$ cat config.mk
export PLATFORM = sky130hd
export DESIGN_NAME = iter_shift_unit
export DESIGN_NICKNAME = d
export VERILOG_FILES = /design/src/rtl/iter_shift_unit.sv
export SDC_FILE = /design/constraint.sdc
export NUM_CORES = 1
export LEC_CHECK = 0
export BUFFER_PORTS_ARGS = -buffer_cell sky130_fd_sc_hd__buf_2
export CAP_MARGIN = 0
export CORE_ASPECT_RATIO = 0.6
export CORE_MARGIN = 4
export CORE_UTILIZATION = 35
export CTS_BUF_LIST = sky130_fd_sc_hd__clkbuf_8
export CTS_CLUSTER_SIZE = 28
export DETAILED_ROUTE_END_ITERATION = 10
export GPL_ROUTABILITY_DRIVEN = 0
export GPL_TIMING_DRIVEN = 0
export HOLD_SLACK_MARGIN = 0.15
export PLACE_DENSITY = 0.56
export SKIP_CTS_REPAIR_TIMING = 1
export SLEW_MARGIN = 15
export SYNTH_ARGS = -nofsm -noshare
export SYNTH_HDL_FRONTEND = slang
export SYNTH_SLANG_ARGS = --single-unit
$ cat constraint.sdc
create_clock -name clk -period 4.1 [get_ports clk]
set_input_delay 0.41 -clock clk [delete_from_list [all_inputs] [get_ports clk]]
set_output_delay 0.41 -clock clk [all_outputs]
set_load 0.005 [all_outputs]
$ cat src/rtl/iter_shift_unit.sv
// iter_shift_unit: multi-cycle shifter (SLL/SRL/SRA/ROR) for the EX stage.
// Moves the operand by at most STEP bit positions per clock. It uses a
// start/busy/done handshake, and the stall logic holds the pipeline while busy=1.
//
// Handshake: a request is accepted on a rising edge where start=1 and the unit
// is not busy (state IDLE or DONE). On that edge data_in, mode and shamt are
// sampled. busy stays high for every SHIFT cycle. done is high for exactly one
// cycle when result is final. result holds that value until the next accept.
// A start that arrives while busy=1 is dropped, not queued.
module iter_shift_unit #(
    parameter int WIDTH = 32,
    parameter int SHW   = 5,
    parameter int STEP  = 4
) (
    input  logic             clk,
    input  logic             reset,
    input  logic             start,
    input  logic [1:0]       mode,
    input  logic [WIDTH-1:0] data_in,
    input  logic [SHW-1:0]   shamt,
    output logic             busy,
    output logic             done,
    output logic [WIDTH-1:0] result
);

    typedef enum logic [1:0] {
        IDLE  = 2'd0,
        SHIFT = 2'd1,
        DONE  = 2'd2
    } state_t;

    localparam logic [1:0] MODE_SLL = 2'b00;
    localparam logic [1:0] MODE_SRL = 2'b01;
    localparam logic [1:0] MODE_SRA = 2'b10;
    localparam logic [1:0] MODE_ROR = 2'b11;

    localparam logic [SHW-1:0] STEP_AMT = SHW'(STEP);

    state_t           state;
    state_t           state_next;
    logic [1:0]       mode_q;
    logic [SHW-1:0]   rem;
    logic [SHW-1:0]   step_k;
    logic [WIDTH-1:0] shifted;
    logic [2*WIDTH-1:0] rot;
    logic             accept;

    // A new op may start whenever no shift is in flight. This includes the DONE cycle.
    assign accept = start && (state != SHIFT);

    // Advance by STEP each cycle, or by the smaller remainder on the last cycle.
    assign step_k = (rem < STEP_AMT) ? rem : STEP_AMT;

    assign busy = (state == SHIFT);
    assign done = (state == DONE);

    // One shift step of the working value. SRA refills from the current MSB.
    // The MSB still holds the original sign, so repeated steps preserve it.
    always_comb begin
        rot     = '0;
        shifted = result;
        case (mode_q)
            MODE_SLL: shifted = result << step_k;
            MODE_SRL: shifted = result >> step_k;
            MODE_SRA: shifted = $signed(result) >>> step_k;
            MODE_ROR: begin
                rot     = {result, result} >> step_k;
                shifted = rot[WIDTH-1:0];
            end
            default:  shifted = result;
        endcase
    end

    // Next-state logic. DONE lasts one cycle unless a new op is accepted in it.
    always_comb begin
        state_next = state;
        case (state)
            IDLE: begin
                if (accept) state_next = (shamt == '0) ? DONE : SHIFT;
            end
            SHIFT: begin
                if (rem == step_k) state_next = DONE;
            end
            DONE: begin
                if (accept) state_next = (shamt == '0) ? DONE : SHIFT;
                else        state_next = IDLE;
            end
            default: state_next = IDLE;
        endcase
    end

    // State register. Reset takes priority over any pending start.
    always_ff @(posedge clk) begin
        if (reset) state <= IDLE;
        else       state <= state_next;
    end

    // Datapath. It loads the operand on accept and then steps it during SHIFT.
    always_ff @(posedge clk) begin
        if (reset) begin
            result <= '0;
            rem    <= '0;
            mode_q <= MODE_SLL;
        end else if (accept) begin
            result <= data_in;
            rem    <= shamt;
            mode_q <= mode;
        end else if (state == SHIFT) begin
            result <= shifted;
            rem    <= rem - step_k;
        end
    end

endmodule
Word-level counts from Yosys, hierarchy flattened --
Index checks and enable logic that the tools add are counted.
Operators by class: add/sub/neg operators 1, reductions and logical operators 6, order comparisons 1, muxes and demuxes 11, shift-type cells 4, equal/unequal tests 9
Operator list (count):
- 32-bit case mux with 4 select lines | 1
- 32-bit two-way mux | 2
- 64-bit by 5-bit right shift with 32-bit output | 1
- 32-bit by 5-bit left shift with 32-bit output | 1
- 32-bit by 5-bit right shift with 32-bit output | 1
- 32-bit by 5-bit >>> shifter with 32-bit output | 1
- 5-bit two-way mux | 3
- 2-bit two-way mux | 4
- 2-bit equality test (second input constant) | 3
- 2-bit case mux with 3 select lines | 1
- 5-bit equality test | 1
- 5-bit logical NOT | 1
- 5-bit by 3-bit < comparator with 1-bit output (second input constant) | 1
- 5-bit subtractor | 1
- 2-bit by 1-bit equality test with 1-bit output (second input constant) | 2
- 2-bit logical NOT | 2
- 2-bit by 1-bit inequality test with 1-bit output (second input constant) | 2
- 2-bit inequality test (second input constant) | 1
- 2-bit AND reduction | 1
- 2-bit nonzero test | 1
- 1-bit logical AND | 1
Storage, ports and cells: input bits 42, register bits 41, output and inout port bits 34, logic and storage cells 36

Logic depth before layout (Yosys ltp) --
depth in word-level cells 6, depth in mapped cells 11

Worst setup path after synthesis --
Ideal clock, no wire load.
path kind reg-to-reg, start point register rem[4], end point register rem[2], path buffers 4, cell stages (with the launch flop) 12, period minus slack after synthesis 2.478 ns, data required time 4.035 ns, path slack 1.622 ns, arrival 2.413 ns, cell sequence dfxtp_1 -> buf_4 -> or3_1 -> buf_2 -> clkbuf_1 -> clkbuf_1 -> nand2_1 -> ha_1 -> o21a_1 -> a2111oi_0 -> a221oi_1 -> nor2_1
Between the ends: cells in the longest elaborated chain, start to end 5
RTL lines:
- start, declared | RTL line 42 | logic [SHW-1:0] rem;
- start signal, assigned | RTL line 106 | rem <= shamt;
- start signal, assigned | RTL line 110 | rem <= rem - step_k;
- 5-bit by 3-bit < comparator with 1-bit output | RTL line 52 | assign step_k = (rem < STEP_AMT) ? rem : STEP_AMT;
- 5-bit two-way mux | RTL line 52
- 5-bit subtractor | RTL line 110
- 5-bit two-way mux | RTL line 108 | end else if (state == SHIFT) begin
- 5-bit two-way mux | RTL line 104 | end else if (accept) begin
Every way passes these cells. The select of a mux whose other input is x is not followed. A chain may end at the register's enable or synchronous reset.

Worst setup path after layout --
Same ends and word-level chain as after synthesis.

==> flow_summary_export.csv <==
group,metric,value,unit
setup_path,crit_path_top_delay_cell,"clkbuf_1",
detailed_routing,vias,6438,
setup_path,cp_max_fo,10,
synth,yosys_register_bits,41,
die,core,0.0130,mm²
power_and_ir_drop,switchingPower,0.00103,W
detailed_routing,avgViaCountPerCell,7.13,
grt,grt_pass1_wl,37100,µm
grt,grt_use_met2,40.3,%
power_and_ir_drop,power.leakage,2.04,nW
setup_path,worstPathCellList,"buf_4 > or3_1 > buf_2 > clkbuf_1 > clkbuf_1 > nand2_1 > ha_1 > o21a_1 > a2111oi_0 > a221oi_1 > nor2_1",
cells_and_area,final_nets,775,
timing,finClkSkew,16.8,ps
die,start_util,36.1,%
detailed_routing,dr.pass1.iters,9,
detailed_routing,ant_nets,0,
clock_network,clockRootBuffer,"clkbuf_8",
die,die_h,97.6,µm
run_status,status,"complete, no violations",
cells_and_area,drive_above_1_share,17.9,%
timing,slew_violations,0,
die,dieArea,0.0153,mm²
min_path,worstHoldPathType,"in -> reg",
synth,yosys_warnings,0,
synth,async_flop_share,0,%
timing,worst_slack,373,ps
setup_path,r2r-start,"rem[4]",
die,fp.dieW,157,µm
clock_network,htreeDepth,2,
clock_network,clk_pin_slew,100,ps
cells_and_area,layoutNonFillerInstCount,903,
setup_path,crit_top_cell,"clkbuf_1",
synth,synth_edf_count,0,
power_and_ir_drop,combPwrFrac,58.8,%
min_path,hold_path_end,"mode_q[0]",
detailed_routing,drc_errors,0,
synth,synth_fp_nets,693,
power_and_ir_drop,power_density,368,mW/mm²
setup_path,cp-start-kind,"flop",
grt,grtUsageMet1,44.4,%
synth,synth_flop_cell,"dfxtp_1",
setup_path,critPathRequiredTime,4360,ps
power_and_ir_drop,p_clk_share,14.8,%
clock_network,cts_sinks,41,
grt,grt_max_degree,14,
synth,synth.distinct_cells,72,
place,dp.cells,895,
die,ios,76,
detailed_routing,first_iter_violations,1330,
detailed_routing,wl_per_cell,28.0,µm
power_and_ir_drop,power,0.00197,W
power_and_ir_drop,power_frac_seq,26.4,%
setup_path,r2r_slack,370,ps
synth,ys_seq_area_share,17.5,%
clock_network,clock_latency,320,ps
power_and_ir_drop,vdd_ir_drop_max,0.146,mV
timing,hold_viol,0,
cells_and_area,final_cell_area,0.00536,mm²
place,post-place-ws,685,ps
grt,grtUsageTotal,31.4,%
timing,rsz0062_at_grt,"no",
grt,grt_overflow,0,
min_path,holdPathStages,3,
power_and_ir_drop,swShare,52.2,%
clock_network,clk_path_buf_depth,2,
run,cap_violations,0,
setup_path,reg2reg_depth,11,
detailed_routing,drt-total-wl,25200,µm
setup_path,endpoint_kind,"flop",
place,portBuffers,75,
min_path,holdCritStartpoint,"mode[0]",
timing,finalCritPeriodShare,90.9,%
grt,top_usage_layer,"met1",
timing,worst_pin_slew,1140,ps
grt,grt_pass1_vias,6087,
synth,syn_inst,650,
die,rows,32,
synth,syn_avg_cell_area,7.20,µm²
setup_path,crit_type,"reg -> reg",
clock_network,cts_buffers,5,
cells_and_area,antennaDiodeCount,0,
timing,finalSetupViolCount,0,
cells_and_area,area_growth,14.5,%
setup_path,max_stage_delay,690,ps
timing,timing.setup.tns,0,ps
clock_network,cts_tree,"yes",
synth,synth_area,0.00468,mm²
setup_path,critPathArrivalTime,3990,ps
timing,slew_headroom,24.2,%
place,dpl_cell_area,0.00527,mm²
timing,min_period,3730,ps
grt,antenna_found_initial,0,
setup_path,r2r-end,"rem[2]",
grt,met3_usage,14.5,%
place,dp_hpwl,17500,µm
timing,fmax,0.268,GHz
power_and_ir_drop,p_int,0.000943,W
worst max-delay path, delay by kind of cell, from the launching register on:
kind	cells	cell delay, ps
buffers and inverters	4	1750
AO/OA/AOI/OAI	3	670
AND/OR/NAND/NOR	3	530
flip-flops	1	410
adder cells (fa/ha/maj)	1	280
cells by family after synthesis:
logic type,synth area share [%]
flip-flops,17.5
buffers and inverters,8.55
other,0.0801
AND/OR/NAND/NOR,22.8
AO/OA/AOI/OAI,32.4
multiplexers,18.3
adder cells (fa/ha/maj),0.267
metal layers:
metal,vias to the layer above,part of all wire (%)
li1,2616,-
met5,-,0
met3,172,18
met4,0,5.4
met1,2967,40
met2,683,37
placed cells by master (no fill, tap or decap), drive strengths merged, types with 5 or more instances in the layout:
| master | count |
|---|---|
| nand3 | 22 |
| nor3 | 13 |
| mux4 | 5 |
| mux2 | 10 |
| o21ai | 39 |
| and2 | 6 |
| a311oi | 8 |
| nand4 | 6 |
| a211oi | 13 |
| inv | 7 |
| buf | 103 |
| dfxtp | 41 |
| a221oi | 9 |
| mux2i | 62 |
| a21oi | 54 |
| o2111ai | 6 |
| nand2 | 90 |
| nor2 | 40 |
| a2111oi | 10 |
| o31ai | 7 |
| o211ai | 15 |
| o221ai | 9 |
| a2bb2oi | 5 |
| clkbuf | 61 |
| nor2b | 11 |
| a31oi | 14 |
| nor4 | 8 |
| nand2b | 6 |
worst max path at each step:
stage | startpoint | endpoint | slack (ps) | depth (start not counted)
floorplan | rem[4] | rem[2] | 1620 | 11
global placement | rem[4] | rem[2] | 650 | 11
detailed placement | rem[4] | rem[2] | 680 | 11
CTS | rem[4] | rem[2] | 650 | 11
global route | rem[4] | rem[2] | 330 | 11
finish | rem[4] | rem[2] | 370 | 11
per-stage QoR:
| stage | util [%] | hold slack [ps] |
|---|---|---|
| final | 41.3 | 339 |
| after floorplan | - | 525 |
| after global placement | 40.6 | 595 |
| after CTS | 41.3 | 332 |
| after global routing | 41.3 | 363 |
| after detailed placement | 40.6 | 600 |
layout make-up:
class,count,area [µm²]
inverter,9,33.8
tap,170,213
clock inverter,3,17.5
clock buffer,5,68.8
sequential,41,821
timing repair buffer,75,375
fill,1426,7610
buffer,84,367
multi-input combinational,516,3460
flip-flops by register name (all words and copies together) (netlist names):
name / cells
result: 32
rem: 5
mode_q: 2
state: 2
power groups by stage:
| stage | Combinational, W | Sequential [W] | Clock (W) |
|---|---|---|---|
| final | 0.00116 | 0.000521 | 0.000293 |
| after global routing | 0.00120 | 0.000525 | 0.000316 |
| after CTS | 0.00108 | 0.000515 | 0.000302 |
| after detailed placement | 0.00107 | 0.000524 | 0 |
| after global placement | 0.00107 | 0.000521 | 0 |
| after floorplan | 0.000690 | 0.000509 | 0 |
cell usage after synthesis (8+ instances only):
master / n / area [µm²]
o221ai_1: 9 / 78.8
nor2b_1: 11 / 68.8
a31oi_1: 14 / 87.6
clkbuf_1: 54 / 203
buf_2: 12 / 60.1
mux2_2: 9 / 101
buf_1: 10 / 37.5
nand3_1: 21 / 105
dfxtp_1: 41 / 821
a311oi_1: 8 / 70.1
a221oi_1: 8 / 70.1
o21ai_0: 39 / 195
nor3_1: 12 / 60.1
o211ai_1: 15 / 113
nor2_1: 40 / 150
a21oi_1: 54 / 270
a211oi_1: 13 / 97.6
mux2i_1: 61 / 611
nand2_1: 90 / 338
Note: power is estimated with default switching activity, not from simulation.
